`src/rtl/int_ctrl.sv`:
```
// int_ctrl: interrupt controller between the external INT pins and the CU.
// It synchronises the pins, detects rising edges, latches them as pending and
// applies a per-line mask. It raises one fixed-priority request (lowest index
// wins) and tracks the in-service line through an ack / end-of-interrupt
// handshake.
//
// Ports:
//   clk_i        system clock
//   rst_i        synchronous, active-high reset
//   int_in_i     async interrupt pins, active high
//   ie_i         global interrupt enable from the CU
//   mask_wr_i    strobe: load mask from mask_din_i
//   mask_din_i   new mask (1 = line enabled)
//   mask_out_o   current mask
//   pending_o    latched, unserviced edges (mask not applied)
//   irq_o        request to the CU (REQ state)
//   irq_vec_o    index of the requested / in-service line
//   irq_ack_i    strobe: CU has taken the interrupt
//   eoi_i        strobe: CU has finished the handler
//   busy_o       high while an interrupt is in service
module int_ctrl #(
  parameter int unsigned N_LINES     = 4,
  parameter int unsigned VEC_W       = 2,
  parameter int unsigned SYNC_STAGES = 2
) (
  input  logic               clk_i,
  input  logic               rst_i,
  input  logic [N_LINES-1:0] int_in_i,
  input  logic               ie_i,
  input  logic               mask_wr_i,
  input  logic [N_LINES-1:0] mask_din_i,
  output logic [N_LINES-1:0] mask_out_o,
  output logic [N_LINES-1:0] pending_o,
  output logic               irq_o,
  output logic [VEC_W-1:0]   irq_vec_o,
  input  logic               irq_ack_i,
  input  logic               eoi_i,
  output logic               busy_o
);

  typedef enum logic [1:0] {
    S_IDLE    = 2'd0,
    S_REQ     = 2'd1,
    S_SERVICE = 2'd2
  } state_e;

  state_e                                 state_q, state_d;
  logic [SYNC_STAGES-1:0][N_LINES-1:0]    sync_q;
  logic [N_LINES-1:0]                     sync_prev_q;
  logic [N_LINES-1:0]                     pending_q, pending_d;
  logic [N_LINES-1:0]                     mask_q, mask_d;
  logic [VEC_W-1:0]                       vec_q, vec_d;
  logic                                   irq_q, irq_d;
  logic                                   busy_q, busy_d;

  logic [N_LINES-1:0]                     rise;
  logic [N_LINES-1:0]                     eligible;
  logic [N_LINES-1:0]                     ack_clr;
  logic [VEC_W-1:0]                       winner;

  // Rising edge seen at the output of the synchroniser.
  assign rise     = sync_q[SYNC_STAGES-1] & ~sync_prev_q;
  assign eligible = pending_q & mask_q;

  // Fixed priority: scanning downward leaves the lowest set index in winner.
  always_comb begin
    winner = '0;
    for (int i = int'(N_LINES) - 1; i >= 0; i--) begin
      if (eligible[i]) winner = VEC_W'(i);
    end
  end

  // Next state, pending/mask update and registered outputs.
  always_comb begin
    state_d   = state_q;
    vec_d     = vec_q;
    mask_d    = mask_q;
    ack_clr   = '0;

    case (state_q)
      S_IDLE: begin
        if (ie_i && (|eligible)) begin
          state_d = S_REQ;
          vec_d   = winner;
        end
      end
      S_REQ: begin
        // Ack takes precedence over a withdrawal in the same cycle.
        if (irq_ack_i) begin
          state_d = S_SERVICE;
          ack_clr = N_LINES'(1) << vec_q;
        end else if (!ie_i || !mask_q[vec_q]) begin
          state_d = S_IDLE;
        end
      end
      S_SERVICE: begin
        if (eoi_i) state_d = S_IDLE;
      end
      default: state_d = S_IDLE;
    endcase

    // A coincident edge re-sets the bit being acknowledged.
    pending_d = (pending_q & ~ack_clr) | rise;
    if (mask_wr_i) mask_d = mask_din_i;

    irq_d  = (state_d == S_REQ);
    busy_d = (state_d == S_SERVICE);
  end

  // State and datapath registers.
  always_ff @(posedge clk_i) begin
    if (rst_i) begin
      state_q     <= S_IDLE;
      sync_q      <= '0;
      sync_prev_q <= '0;
      pending_q   <= '0;
      mask_q      <= '0;
      vec_q       <= '0;
      irq_q       <= 1'b0;
      busy_q      <= 1'b0;
    end else begin
      state_q     <= state_d;
      sync_q      <= {sync_q[SYNC_STAGES-2:0], int_in_i};
      sync_prev_q <= sync_q[SYNC_STAGES-1];
      pending_q   <= pending_d;
      mask_q      <= mask_d;
      vec_q       <= vec_d;
      irq_q       <= irq_d;
      busy_q      <= busy_d;
    end
  end

  assign mask_out_o = mask_q;
  assign pending_o  = pending_q;
  assign irq_o      = irq_q;
  assign irq_vec_o  = vec_q;
  assign busy_o     = busy_q;

endmodule

```
`config.mk`:
```
export PLATFORM = sky130hd
export DESIGN_NAME = int_ctrl
export DESIGN_NICKNAME = d
export VERILOG_FILES = /design/src/rtl/int_ctrl.sv
export SDC_FILE = /design/constraint.sdc
export NUM_CORES = 1
export LEC_CHECK = 0
export CAP_MARGIN = 5
export CORE_ASPECT_RATIO = 1.4
export CORE_MARGIN = 4
export CORE_UTILIZATION = 48
export CTS_CLUSTER_SIZE = 12
export DETAILED_ROUTE_END_ITERATION = 6
export GPL_TIMING_DRIVEN = 0
export PLACE_DENSITY = 0.86
export SLEW_MARGIN = 20
export SYNTH_ARGS = -nofsm -noshare
export SYNTH_HDL_FRONTEND = slang
export SYNTH_SLANG_ARGS = --single-unit
```
`constraint.sdc`:
```
create_clock -name clk_i -period 2.9 [get_ports clk_i]
set_clock_uncertainty 0.2 [all_clocks]
set_input_delay 0.58 -clock clk_i [delete_from_list [all_inputs] [get_ports clk_i]]
set_output_delay 0.58 -clock clk_i [all_outputs]
set_load 0.05 [all_outputs]
```
After elaboration in Yosys (flattened, before gate mapping) --
Index checks and enable logic that the tools add are counted.
Storage, ports and cells: word-level logic and storage cells 41, flip-flop bits (word level) 26
Cells by class: bitwise logic cells 6, shift-type cells 1, equality and inequality tests 4, mux-type cells 13, $lt $le $gt $ge 1, reductions and logical operators 7
Operators by type and width (number):
- 2-to-1 mux 2 bit | 8
- bitwise AND 4 bit | 3
- 2-to-1 mux 4 bit | 2
- NOT 4 bit | 2
- one-hot mux 2 bit (3 select lines) | 1
- equality test 2 x 1 -> 1 bit, second input constant | 2
- equality test 2 bit, second input constant | 2
- OR 4 bit | 1
- OR reduction 4 bit | 1
- left shift 1 x 2 -> 4 bit, first input constant | 1
- less-than comparator 2 x 3 -> 1 bit, second input constant | 1
- binary-select mux 1 bit (select 2 bit) | 1
- zero test 1 bit | 2
- zero test 2 bit | 1
- AND reduction 2 bit | 1
- logical AND 1 bit | 1
- logical OR 1 bit | 1
- 2-to-1 mux 1 bit | 1

Longest topological paths before layout --
depth after elaboration 8, depth in mapped cells 4

Worst setup path after synthesis --
No wires, ideal clock.
path type register to register, start register vec_q[0] (netlist: irq_vec_o[0]), end register irq_q (netlist: irq_o), arrival 1426 ps, setup slack 1146 ps, required time 2572 ps, cell stages (with the launch flop) 4, setup time 128 ps, cell sequence dfxtp_1 -> mux4_2 -> nand3_2 -> o21ai_1
Between the ends: longest elaborated chain between the ends 8
Ends and longest elaborated chain:
- start: declaration | RTL line 52 | logic [VEC_W-1:0] vec_q, vec_d;
- start signal: assignment | RTL line 127 | vec_q <= vec_d;
- binary-select mux 1 bit (select 2 bit) | RTL line 92 | end else if (!ie_i || !mask_q[vec_q]) begin
- 2-to-1 mux 1 bit (implied by the code) | RTL line 92
- zero test 1 bit | RTL line 92
- logical OR 1 bit | RTL line 92
- 2-to-1 mux 2 bit | RTL line 92
- 2-to-1 mux 2 bit | RTL line 89 | if (irq_ack_i) begin
- one-hot mux 2 bit (3 select lines) | RTL line 80 | case (state_q)
- equality test 2 x 1 -> 1 bit | RTL line 106 | irq_d = (state_d == S_REQ);
- end signal: assignment | RTL line 128 | irq_q <= irq_d;
- end: declaration | RTL line 53 | logic irq_q, irq_d;
No other way between the ends. The select of a mux whose other input is x is not followed. A chain may end at the register's enable or synchronous reset.

Final worst setup path --
start register vec_q[0] (netlist: irq_vec_o[0]), end output port irq_vec_o[0]
RTL lines:
- end: declaration | RTL line 35 | output logic [VEC_W-1:0] irq_vec_o,
No word-level cell between the ends.

==> metrics <==
CP delay by family, top=buffers and inverters; Final HPWL DP=1.42 mm; pwr dens=576 nW/µm²; Worst Path Max Fanout=7; Worst Setup End Kind=output pin; final hold vios=0; vias=707; Max VDD drop=517 µV; Crit path required time=2.12 ns; Synth top cells by count=dfxtp_1, nor2b_1, nand2_1; Adder-Cell Fraction of Synth Area=0%; Post-Syn Area per Cell=10.5 µm²; CTS tree=yes; First-pass DRT Iterations=4; die width=44.8 µm; Initial Util=51.3%; CP max-delay cell=clkdlybuf4s50_1; top cell type's share of synthesized area=57.1%; Routability Congestion=0.788; Initial DRC Count=5; Post-DP Area=1180 µm²; # hold bufs at CTS=0; FP Rows=18; post-CTS setup buffer count=0; Via density=5.24; hold crit path type=reg -> reg; WL final=1.83 mm; worst-skew pair later-pin latency=0.31 ns; Rel. slew slack=66.3%; global route overflow=0; H-Tree Depth=1; crit start category=flip-flop; Slew Viols, Final=0; routed len/inst=13.5 µm; mapped cell area=912 µm²; count leader, synth=dfxtp_1; design area=1230 µm²; mux share of post-synthesis cell area=7.96%; slowest stage delay, CP=0.86 ns; Max Buffers Root-to-Sink=2; status=finished, final reports clean; CTS Sinks=26; root buf cell=clkbuf_4; ys flop type=dfxtp_1; simple-gate share of the synthesized area=19.2%; Final period util=84.0%; Final Non-Filler Cells=135; antenna viol nets, final=0; Synth Area in XOR/XNOR=0%; Crit Path Class=reg -> out; nets@finish=130; setup TNS=0 ns; Async S/R FF share, synth=0%; # setup viols final=0; top cell type by total area after synthesis=dfxtp_1; sequential-to-total area share from yosys stat=57.1%; CTS resizes=0; core area=1780 µm²; crit-path cells=clkdlybuf4s50_1; Clock transition at path regs=0.13 ns; Final Util=69.1%; Tot Pwr=0.709 mW; drc violations=0; Die ar.=2670 µm²; layout cells sized above 1=7.83%; fin crit period=2.44 ns; vias in the first global route=747; Max Cap Viol=0; Worst-Margin Slew=0.503 ns; largest net degree at the start of global routing=16; Placed Instances=131; CP Buf/Inv Count=1; Ports=26; Post-Syn Nets=101; cell count after synthesis=87; total track usage=15.8%; WP data arrival=1.66 ns; largest cells by area after synthesis=dfxtp_1, nor2b_1, mux2i_1; Ys Warns=0; Synth Area in Compound Gates=12.1%; library cells used by synthesis=28; EDFF count, synth=0; first-pass GRT wire length=3.13 mm; #FFs+latches synth=26; ant diodes=0; # port buffers=24; cts bufs inserted=3; P&R area growth vs syn=34.8%; chip height=59.6 µm; combinational family with the most area after synthesis=simple AND/OR/NAND/NOR gates; RSZ-0062 raised after global routing=no; leak pwr=0.471 nW; initial antenna violation count=0; Fmax=410 MHz
==> sequential cells by signal (all words and copies together), names as in the netlist <==
signal / cells
state_q: 2
sync_q: 8
pending_o: 4
mask_out_o: 4
sync_prev_q: 4
irq_o: 1
busy_o: 1
irq_vec_o: 2
==> final cells by class <==
| class | instances | area (µm²) |
|---|---|---|
| fillers | 139 | 549 |
| flip-flops and latches | 26 | 520 |
| multi-input cells | 53 | 358 |
| repair buffers | 24 | 240 |
| clock inverters | 1 | 30.0 |
| well taps | 20 | 25.0 |
| clock buffers | 3 | 22.5 |
| inverters | 5 | 18.8 |
| plain buffers | 3 | 15.0 |
==> stage by stage <==
stage               worst slack [ns]  hold WS, ns
floorplan                       1.15        0.189
global placement               0.769        0.193
detailed placement             0.762        0.202
CTS                            0.454        0.224
global route                   0.364        0.263
finish                         0.464        0.223
==> worst paths after layout <==
check / start / endpoint / slack (ns) / cells past startpoint
setup / recovery: irq_vec_o[0]$_SDFFE_PP0P_ / irq_vec_o[0] / 0.46 / 1
hold / removal: sync_prev_q[0]$_SDFF_PP0_ / pending_o[0]$_SDFF_PP0_ / 0.22 / 1
setup reg to reg: irq_vec_o[0]$_SDFFE_PP0P_ / state_q[0]$_SDFF_PP0_ / 1.38 / 3
hold reg to reg: sync_prev_q[0]$_SDFF_PP0_ / pending_o[0]$_SDFF_PP0_ / 0.22 / 1
==> logic make-up after synthesis <==
group	after synthesis
simple gates	32
flops	26
compound gates	15
buf+inv	8
mux	6
==> where the power goes <==
| part | internal, mW | switching [mW] |
|---|---|---|
| Sequential | 0.371 | 0.00979 |
| Combinational | 0.0397 | 0.0469 |
| Clock | 0.140 | 0.101 |
| Total | 0.551 | 0.158 |
==> routing by layer <==
layer | routed length, µm | vias to the layer above | track usage, % | share of wire, %
met2 | 984 | 19 | 29.4 | 54
met4 | 20 | 0 | 7.53 | 1.1
met1 | 716 | 331 | 16.7 | 39
li1 | - | 353 | - | -
met5 | 0 | - | 0 | 0
met3 | 104 | 4 | 2.74 | 5.7
==> layout by cell type (no fill, tap or decap), types with 2 or more instances in the layout <==
master and instances:
mux2i_1 5, clkbuf_1 2, inv_1 4, dfxtp_1 26, a21oi_1 3, nand2_1 8, nor2_1 5, a32o_1 2
clkdlybuf4s50_1 24, o21ai_1 3, clkbuf_4 3, nor2b_1 11
Power figures use the tool's default switching activity.
